--- config.mk ---
export PLATFORM = sky130hd
export DESIGN_NAME = spi_frame_ctrl_flat
export DESIGN_NICKNAME = d
export VERILOG_FILES = /design/src/rtl/spi_frame_ctrl_pkg.sv /design/src/rtl/spi_frame_ctrl_if.sv /design/src/rtl/spi_frame_ctrl_cycle_timer.sv /design/src/rtl/spi_frame_ctrl.sv /design/src/flat_wrapper.sv
export SDC_FILE = /design/constraint.sdc
export NUM_CORES = 1
export LEC_CHECK = 0
export CAP_MARGIN = 20
export CORE_ASPECT_RATIO = 2
export CORE_MARGIN = 10
export CORE_UTILIZATION = 59
export DETAILED_ROUTE_END_ITERATION = 8
export PLACE_DENSITY = 0.93
export SLEW_MARGIN = 10
export SYNTH_ARGS = -nofsm -noshare
export SYNTH_HDL_FRONTEND = slang
export SYNTH_HIERARCHICAL = 1
export SYNTH_SLANG_ARGS = --single-unit
--- constraint.sdc ---
create_clock -name clk -period 3.8 [get_ports clk]
set_clock_uncertainty 0.2 [all_clocks]
set_input_delay 1.14 -clock clk [delete_from_list [all_inputs] [get_ports clk]]
set_output_delay 1.14 -clock clk [all_outputs]
set_load 0.01 [all_outputs]
--- src/rtl/spi_frame_ctrl_pkg.sv ---
// Shared constants and state encoding for the serial-to-SPI bridge command sequencer.
package serial2spi_pkg;

  localparam logic [1:0] OP_XFER   = 2'b00;
  localparam logic [1:0] OP_SETRST = 2'b01;
  localparam logic [1:0] OP_PULSE  = 2'b10;
  localparam logic [1:0] OP_STATUS = 2'b11;

  localparam logic [7:0] ACK_BYTE_DEF = 8'hA5;
  localparam logic [7:0] ERR_BYTE_DEF = 8'hEE;

  typedef enum logic [2:0] {
    S_IDLE    = 3'd0,
    S_X_WAIT  = 3'd1,
    S_X_START = 3'd2,
    S_X_BUSY  = 3'd3,
    S_X_REPLY = 3'd4,
    S_PULSE   = 3'd5,
    S_REPLY   = 3'd6
  } state_e;

endpackage

--- src/rtl/spi_frame_ctrl_if.sv ---
// Host byte stream, reply stream, SPI engine and target control signals of the sequencer.
interface spi_frame_ctrl_if;
  // rx/tx streams: a byte moves on a rising clk edge where valid & ready are both 1;
  // valid never waits for ready, and data is held stable while valid is high.
  logic       rx_valid;
  logic [7:0] rx_data;
  logic       rx_ready;
  logic       tx_valid;
  logic [7:0] tx_data;
  logic       tx_ready;
  logic       spi_start;
  logic [7:0] spi_wdata;
  logic       spi_busy;
  logic       spi_done;
  logic [7:0] spi_rdata;
  logic       cs_n;
  logic       target_rst_n;

  modport master (
    input  rx_valid, rx_data, tx_ready, spi_busy, spi_done, spi_rdata,
    output rx_ready, tx_valid, tx_data, spi_start, spi_wdata, cs_n, target_rst_n
  );

  modport slave (
    output rx_valid, rx_data, tx_ready, spi_busy, spi_done, spi_rdata,
    input  rx_ready, tx_valid, tx_data, spi_start, spi_wdata, cs_n, target_rst_n
  );
endinterface

--- src/rtl/spi_frame_ctrl_cycle_timer.sv ---
// Loadable down-counter that saturates at zero; shared by the receive timeout and the reset pulse.
module cycle_timer #(
  parameter int W = 16
) (
  input  logic         clk,
  input  logic         rst_n,
  input  logic         load_i,
  input  logic [W-1:0] load_val_i,
  input  logic         en_i,
  output logic         zero_o
);

  logic [W-1:0] cnt_q, cnt_d;

  always_comb begin
    cnt_d = cnt_q;
    if (load_i) begin
      cnt_d = load_val_i;
    end else if (en_i && (cnt_q != '0)) begin
      cnt_d = cnt_q - 1'b1;
    end
  end

  always_ff @(posedge clk or negedge rst_n) begin
    if (!rst_n) cnt_q <= '0;
    else        cnt_q <= cnt_d;
  end

  assign zero_o = (cnt_q == '0);

endmodule

--- src/rtl/spi_frame_ctrl.sv ---
// Header-driven sequencer: framed SPI transfers under chip-select, target reset control, status.
module spi_frame_ctrl
  import serial2spi_pkg::*;
#(
  parameter int         TIMEOUT_CYCLES = 50000,
  parameter int         PULSE_CYCLES   = 1000,
  parameter logic [7:0] ACK_BYTE       = ACK_BYTE_DEF,
  parameter logic [7:0] ERR_BYTE       = ERR_BYTE_DEF
) (
  input  logic                    clk,
  input  logic                    reset,
  spi_frame_ctrl_if.master        bus,
  output state_e                  dbg_state_o
);

  localparam int MAXC = (TIMEOUT_CYCLES > PULSE_CYCLES) ? TIMEOUT_CYCLES : PULSE_CYCLES;
  localparam int TW   = $clog2(MAXC + 1);
  // The timer is loaded with N-1 and the zero cycle is the last one, giving exactly N cycles.
  localparam logic [TW-1:0] TO_LOAD    = TW'(TIMEOUT_CYCLES - 1);
  localparam logic [TW-1:0] PULSE_LOAD = TW'(PULSE_CYCLES - 1);

  state_e     state_q, state_d;
  logic       cs_n_q, cs_n_d;
  logic       trst_n_q, trst_n_d;
  logic [7:0] tx_data_q, tx_data_d;
  logic [7:0] wdata_q, wdata_d;
  logic [6:0] rem_q, rem_d;
  logic [5:0] err_cnt_q, err_cnt_d;

  logic          timer_load, timer_en, timer_zero;
  logic [TW-1:0] timer_val;

  cycle_timer #(.W(TW)) u_timer (
    .clk        (clk),
    .rst_n      (reset),
    .load_i     (timer_load),
    .load_val_i (timer_val),
    .en_i       (timer_en),
    .zero_o     (timer_zero)
  );

  always_ff @(posedge clk or negedge reset) begin
    if (!reset) begin
      state_q   <= S_IDLE;
      cs_n_q    <= 1'b1;
      trst_n_q  <= 1'b1;
      tx_data_q <= 8'h00;
      wdata_q   <= 8'h00;
      rem_q     <= 7'd0;
      err_cnt_q <= 6'd0;
    end else begin
      state_q   <= state_d;
      cs_n_q    <= cs_n_d;
      trst_n_q  <= trst_n_d;
      tx_data_q <= tx_data_d;
      wdata_q   <= wdata_d;
      rem_q     <= rem_d;
      err_cnt_q <= err_cnt_d;
    end
  end

  always_comb begin
    state_d    = state_q;
    cs_n_d     = cs_n_q;
    trst_n_d   = trst_n_q;
    tx_data_d  = tx_data_q;
    wdata_d    = wdata_q;
    rem_d      = rem_q;
    err_cnt_d  = err_cnt_q;
    timer_load = 1'b0;
    timer_val  = TO_LOAD;
    timer_en   = (state_q == S_X_WAIT) || (state_q == S_PULSE);
    unique case (state_q)
      S_IDLE: begin
        if (bus.rx_valid) begin
          unique case (bus.rx_data[7:6])
            OP_XFER: begin
              cs_n_d     = 1'b0;
              rem_d      = 7'(bus.rx_data[5:0]) + 7'd1;
              timer_load = 1'b1;
              state_d    = S_X_WAIT;
            end
            OP_SETRST: begin
              trst_n_d  = bus.rx_data[0];
              tx_data_d = ACK_BYTE;
              state_d   = S_REPLY;
            end
            OP_PULSE: begin
              trst_n_d   = 1'b0;
              timer_load = 1'b1;
              timer_val  = PULSE_LOAD;
              state_d    = S_PULSE;
            end
            OP_STATUS: begin
              tx_data_d = {2'b00, err_cnt_q};
              state_d   = S_REPLY;
            end
          endcase
        end
      end
      S_X_WAIT: begin
        // A byte arriving in the expiry cycle takes priority over the abort.
        if (bus.rx_valid) begin
          wdata_d = bus.rx_data;
          state_d = S_X_START;
        end else if (timer_zero) begin
          cs_n_d    = 1'b1;
          err_cnt_d = (err_cnt_q == 6'h3F) ? err_cnt_q : err_cnt_q + 6'd1;
          tx_data_d = ERR_BYTE;
          state_d   = S_REPLY;
        end
      end
      S_X_START: if (!bus.spi_busy) state_d = S_X_BUSY;
      S_X_BUSY: begin
        if (bus.spi_done) begin
          tx_data_d = bus.spi_rdata;
          state_d   = S_X_REPLY;
        end
      end
      S_X_REPLY: begin
        if (bus.tx_ready) begin
          rem_d = rem_q - 7'd1;
          if (rem_q == 7'd1) begin
            cs_n_d  = 1'b1;
            state_d = S_IDLE;
          end else begin
            timer_load = 1'b1;
            state_d    = S_X_WAIT;
          end
        end
      end
      S_PULSE: begin
        if (timer_zero) begin
          trst_n_d  = 1'b1;
          tx_data_d = ACK_BYTE;
          state_d   = S_REPLY;
        end
      end
      S_REPLY: if (bus.tx_ready) state_d = S_IDLE;
      default: state_d = S_IDLE;
    endcase
  end

  always_comb begin
    bus.rx_ready     = (state_q == S_IDLE) || (state_q == S_X_WAIT);
    bus.tx_valid     = (state_q == S_REPLY) || (state_q == S_X_REPLY);
    bus.spi_start    = (state_q == S_X_START) && !bus.spi_busy;
    bus.tx_data      = tx_data_q;
    bus.spi_wdata    = wdata_q;
    bus.cs_n         = cs_n_q;
    bus.target_rst_n = trst_n_q;
    dbg_state_o      = state_q;
  end

endmodule

--- src/flat_wrapper.sv ---
// flat-port wrapper written by rule: the top's interface ports become plain ports
module spi_frame_ctrl_flat import serial2spi_pkg::*;
#(
  parameter int         TIMEOUT_CYCLES = 50000,
  parameter int         PULSE_CYCLES   = 1000,
  parameter logic [7:0] ACK_BYTE       = ACK_BYTE_DEF,
  parameter logic [7:0] ERR_BYTE       = ERR_BYTE_DEF
)
  (clk, reset, dbg_state_o, bus_rx_valid, bus_rx_data, bus_tx_ready, bus_spi_busy, bus_spi_done, bus_spi_rdata, bus_rx_ready, bus_tx_valid, bus_tx_data, bus_spi_start, bus_spi_wdata, bus_cs_n, bus_target_rst_n);
  spi_frame_ctrl_if bus_i ();
  input  logic clk;
  input  logic reset;
  output state_e dbg_state_o;
  input wire logic [$bits(bus_i.rx_valid)-1:0] bus_rx_valid;
  input wire logic [$bits(bus_i.rx_data)-1:0] bus_rx_data;
  input wire logic [$bits(bus_i.tx_ready)-1:0] bus_tx_ready;
  input wire logic [$bits(bus_i.spi_busy)-1:0] bus_spi_busy;
  input wire logic [$bits(bus_i.spi_done)-1:0] bus_spi_done;
  input wire logic [$bits(bus_i.spi_rdata)-1:0] bus_spi_rdata;
  output wire logic [$bits(bus_i.rx_ready)-1:0] bus_rx_ready;
  output wire logic [$bits(bus_i.tx_valid)-1:0] bus_tx_valid;
  output wire logic [$bits(bus_i.tx_data)-1:0] bus_tx_data;
  output wire logic [$bits(bus_i.spi_start)-1:0] bus_spi_start;
  output wire logic [$bits(bus_i.spi_wdata)-1:0] bus_spi_wdata;
  output wire logic [$bits(bus_i.cs_n)-1:0] bus_cs_n;
  output wire logic [$bits(bus_i.target_rst_n)-1:0] bus_target_rst_n;
  assign bus_i.rx_valid = bus_rx_valid;
  assign bus_i.rx_data = bus_rx_data;
  assign bus_i.tx_ready = bus_tx_ready;
  assign bus_i.spi_busy = bus_spi_busy;
  assign bus_i.spi_done = bus_spi_done;
  assign bus_i.spi_rdata = bus_spi_rdata;
  assign bus_rx_ready = bus_i.rx_ready;
  assign bus_tx_valid = bus_i.tx_valid;
  assign bus_tx_data = bus_i.tx_data;
  assign bus_spi_start = bus_i.spi_start;
  assign bus_spi_wdata = bus_i.spi_wdata;
  assign bus_cs_n = bus_i.cs_n;
  assign bus_target_rst_n = bus_i.target_rst_n;
  spi_frame_ctrl #(.TIMEOUT_CYCLES(TIMEOUT_CYCLES), .PULSE_CYCLES(PULSE_CYCLES), .ACK_BYTE(ACK_BYTE), .ERR_BYTE(ERR_BYTE)) u_core (.clk(clk), .reset(reset), .bus(bus_i), .dbg_state_o(dbg_state_o));
endmodule
Word level (Yosys, flattened, before mapping). Index checks and enable logic that the tools add are counted.

Reductions and logical operators: 24. Add/subtract/negate cells: 4. Multiplexer cells: 41. Bitwise logic cells: 2. Equality and inequality tests: 23.

Operator list (number): two-way mux 16 bit (5); two-way mux 8 bit (5); case mux 8 bit (4 select lines) (1); two-way mux 3 bit (7); two-way mux 7 bit (3); case mux 3 bit (7 select lines) (1); logical NOT 16 bit (1); case mux 8 bit (2 select lines) (1); nonzero test 16 bit (1); subtractor 16 x 1 -> 16 bit, second input constant (1); inequality test 2 bit, second input constant (7); case mux 7 bit (2 select lines) (1); AND reduction 7 bit (2); two-way mux 1 bit (12); AND reduction 4 bit (3); equality test 3 bit, second input constant (3); case mux 3 bit (3 select lines) (1); adder 6 x 1 -> 7 bit, second input constant (1); equality test 7 x 1 -> 1 bit, second input constant (1); subtractor 7 x 1 -> 7 bit, second input constant (1); adder 6 x 1 -> 6 bit, second input constant (1); equality test 3 x 2 -> 1 bit, second input constant (2); equality test 6 bit, second input constant (1); inequality test 2 x 1 -> 1 bit, second input constant (3); other kinds (18) (29).

Bits of input ports: 22. Word-level logic and storage cells: 102. Bits in registers: 50.

Depth between registers and ports, before layout.
Depth in word-level cells: 6. Gate-level depth with buffers: 11. Mapped depth without buffers: 9.

Modules after synthesis. The synthesis kept the hierarchy.

Modules (own cells, without submodules): spi_frame_ctrl (instances 1, area an instance 2094.5 µm², cells an instance 219); cycle_timer (instances 1, area an instance 1063.5 µm², cells an instance 124).

Worst setup path before layout. No wires, ideal clock.

Path type: input-to-reg. From: input bus_rx_data[6]. To: register u_core.u_timer.cnt_q[12]. Stages: 8. Data required time: 3.459 ns. Setup slack: 0.997 ns. Data arrival time: 2.461 ns. Setup time: 0.141 ns. Cells stage by stage: buf_2 or3_1 nand2_1 clkbuf_1 inv_1 clkbuf_1 nor2_1 a31oi_1.

Cells in the longest elaborated chain, start to end: 6. Elaborated cells between the ends (all ways): 8.

RTL lines: start, declared (line flat_wrapper.sv:15) `input wire logic [$bits(bus_i.rx_data)-1:0] bus_rx_data;`; equality test 2 bit or logical NOT 2 bit (tied branches) (line spi_frame_ctrl.sv:76) `unique case (bus.rx_data[7:6])`; OR reduction 2 bit (no line) (*); two-way mux 1 bit (*) (line spi_frame_ctrl.sv:76); two-way mux 1 bit (*) (line spi_frame_ctrl.sv:75) `if (bus.rx_valid) begin`; case mux 1 bit (2 select lines) (*) (line spi_frame_ctrl.sv:73) `unique case (state_q)`; net u_core.timer_load (line spi_frame_ctrl.sv:30) `logic timer_load, timer_en, timer_zero;`; two-way mux 16 bit or nonzero test 2 bit (tied branches); end signal, assigned (line spi_frame_ctrl_cycle_timer.sv:26) `else cnt_q <= cnt_d;`; end, declared (line spi_frame_ctrl_cycle_timer.sv:13) `logic [W-1:0] cnt_q, cnt_d;`.

Mark *: on every way through the listed nets, which the timed path passes. The rest lies on a longest branch. A chain may end at the register's enable or synchronous reset.

Worst setup path in the final report.
From: input bus_spi_busy. To: output bus_spi_start.

Cells in the longest elaborated chain, start to end: 2.

RTL lines: start, declared (line flat_wrapper.sv:17) `input wire logic [$bits(bus_i.spi_busy)-1:0] bus_spi_busy;`; logical NOT 1 bit; logical AND 1 bit (line spi_frame_ctrl.sv:147) `bus.spi_start = (state_q == S_X_START) && !bus.spi_busy;`; end, declared (line flat_wrapper.sv:23) `output wire logic [$bits(bus_i.spi_start)-1:0] bus_spi_start;`.

Every way passes these cells.

==> results.md <==
* Layout cell share with drive strength beyond 1 at 12.6%
* WHS Endpoint: u_core/bus.spi_wdata[1]$_DFFE_PN0P_
* Ys flop type: dfrtp_1
* Synth Register Bits at 50
* Yosys warnings at 6
* FF-to-FF End: u_core/err_cnt_q[5]$_DFFE_PN0P_
* Diodes inserted at 0
* Syn Area/Cell at 9.21 um^2
* Total Power at 2.73 mW
* CP Capture Type: output pin
* Metal1 wirelength at 2970 um
* Crit-path max FO at 2
* Initial DRC Count at 290
* Required time of the critical path at 2460 ps
* Post-layout util at 73.5%
* WHS at 311 ps
* Core Rows at 37
* Via/cell ratio at 6.43
* Hold Crit Start: u_core/bus.spi_wdata[1]$_DFFE_PN0P_
* CTS Root Buffer Type: clkbuf_8
* CP startpoint kind: input pin
* Congestion Overflow GR at 0
* Critical-path top delay cell: clkdlybuf4s50_1
* Die width at 71.7 um
* Fin area at 3810 um^2
* PwrDens at 718 nW/um^2
* Final nets at 424
* Routed vias at 2930
* H-tree depth at 2
* Met2 wire len at 4920 um
* WL met3 at 491 um
* Die area at 8860 um^2
* Core area at 5180 um^2
* Final period util at 97.3%
* Synth Cell Area at 3160 um^2
* IO Count at 46
* CTS tree: done
* Gate Count Post-Synth at 343
* Setup TNS at 0 ps
* Routability Congestion at 0.905
* Wirelength, routed at 8650 um
* CTS clock-pin slew for the worst setup and hold paths at 80 ps
* Buffers & Inverters on Critical Path at 2
* Critical path type: in2out
* Max Freq at 0.270 GHz
* Slew @ Worst Pin at 646 ps
* Max-Slew Margin vs Limit at 56.3%
* Largest net degree at the start of global routing at 51
* Yosys top cell by area: dfrtp_1
* Slew Limit Fails at 0
* Post-CTS Setup Bufs at 0
* Placement Cell Area at 3680 um^2
* Outcome: finished, final reports clean
* Antenna violations before repair at 0
* DP HPWL at 6170 um
* EDFF count, synth at 0
* Clk_lat worst skew at 310 ps
* Vias in the first global route at 2861
* Hold_buf cts at 0
* Post_cts resized at 0
* CP cell instances: clkdlybuf4s50_1, nor3b_1, clkdlybuf4s50_1
* Maximum vdd drop at 499 uV
* Synth top area share at 38.0%
* Num CTS Buffers at 5
* Clock sink total at 50
* Die height at 123 um
* Max clock buf depth at 2
* First-pass GRT wire length at 13900 um
* FF-to-FF path depth at 7
* Worst hold path type: reg2reg
* Crit path top cell by count: clkdlybuf4s50_1
* Max incr delay on CP at 580 ps
* Final hold vios at 0
* DR top layer: met4
* Synth top area cells: dfrtp_1 (38%), mux2_2 (6.1%), a21oi_1 (3.3%)
* Antenna-violating nets left at 0
* Post-synthesis cell type count at 72
* Leakage at 1.55 nW
* Area Overhead vs Synth at 20.6%
* Async SR Flop Fraction at 100%
* # DRC at 0
* Hold Path Depth at 1
* WL/cell at 19.0 um
* Minimum clock period at 3700 ps
* GRT Total Usage at 19.3%
* Reg2reg start: u_core/u_timer/cnt_q[7]$_DFFE_PN0P_
* Final setup fails at 0
* Reg-to-reg slack, setup at 680 ps
* Critical Path AT at 2360 ps
* Seq/Total Area, Yosys at 39.7%
* Port Buf Inserts at 45
* Max capacitance violation total at 0
* Kind of cell adding the most delay to the critical path: buffers and inverters
* Starting density of the core at 60.9%
* RSZ-0062 raised after global routing: no
* DRT Pass-1 Iters at 5
per-stage QoR:
stage                     worst slack (ps)  cells
after global placement                 140    447
after floorplan                        997    352
final                                  102    456
after CTS                             87.8    455
after detailed placement              87.8    447
after global routing                  69.9    456
flip-flops by register name (all words and copies together) (netlist names):
signal                   count
u_core/bus.tx_data           8
u_core/bus.target_rst_n      1
u_core/u_timer/cnt_q        16
u_core/bus.spi_wdata         8
u_core/err_cnt_q             6
u_core/dbg_state_o           3
u_core/bus.cs_n              1
u_core/rem_q                 7
layout by cell type, fill, tap and decap left out, drive strengths merged, types with 5 or more instances in the layout:
master          n
a21oi          22
a31oi           8
and2            5
buf            10
clkbuf          7
clkdlybuf4s50  44
conb           11
dfrtp          48
ha              5
inv            16
mux2           18
nand2          28
nand2b          8
nand3          11
nor2           26
nor2b           8
nor3           13
o21ai          21
or3             5
or4             6
xnor2           6
xor2            5
worst max path at each step:
| stage | startpoint | endpoint | slack [ps] | depth (start not counted) |
|---|---|---|---|---|
| finish | bus_spi_busy | bus_spi_start | 100 | 3 |
| global route | bus_spi_busy | bus_spi_start | 70 | 3 |
| CTS | bus_spi_busy | bus_spi_start | 90 | 3 |
| detailed placement | bus_spi_busy | bus_spi_start | 90 | 3 |
| global placement | bus_spi_busy | bus_spi_start | 140 | 3 |
| floorplan | bus_rx_data[6] | u_core/u_timer/cnt_q[12]$_DFFE_PN0P_ | 1000 | 8 |
power by group:
group          switching [mW]  internal, mW
Combinational           0.702         0.669
Sequential              0.226         0.764
Clock                   0.175         0.197
cells by family (layout without fill, tap and decap cells):
kind of cell | count (synthesis) | count (layout) | synth area share (%)
flops | 50 | 50 | 39.7
xor+xnor | 11 | 11 | 3.05
buf+inv | 32 | 78 | 4.67
fa+ha+maj | 5 | 5 | 1.98
compound gates | 87 | 87 | 19.3
other cells | 2 | 11 | 0.238
mux | 21 | 21 | 7.37
simple gates | 135 | 135 | 23.7
layer usage:
metal,track usage [%],vias up
met3,3.93,27
met2,36.6,139
met5,0,-
met4,9.73,0
met1,18.8,1411
li1,-,1353
final cells by class:
type,count,area (um^2)
sequential,50,1250
tap,58,72.6
multi-input combinational,270,1790
fill,379,1380
clock buffer,7,76.3
clock inverter,1,30.0
timing repair buffer,54,526
inverter,16,60.1
cells in the mapped netlist, drive strengths merged (3+ instances only):
library cell,count
dfrtp,48
nand2,28
nor2,26
a21oi,22
o21ai,21
mux2,18
inv,16
nor3,13
buf,11
nand3,11
a31oi,8
nand2b,8
nor2b,8
or4,6
xnor2,6
and2,5
clkbuf,5
ha,5
or3,5
xor2,5
a22o,4
nor4,4
o21a,4
and3,3
mux2i,3
nand4,3
nand4b,3
o22ai,3
o31ai,3
o41ai,3
or4b,3
Note: power is estimated with default switching activity, not from simulation.
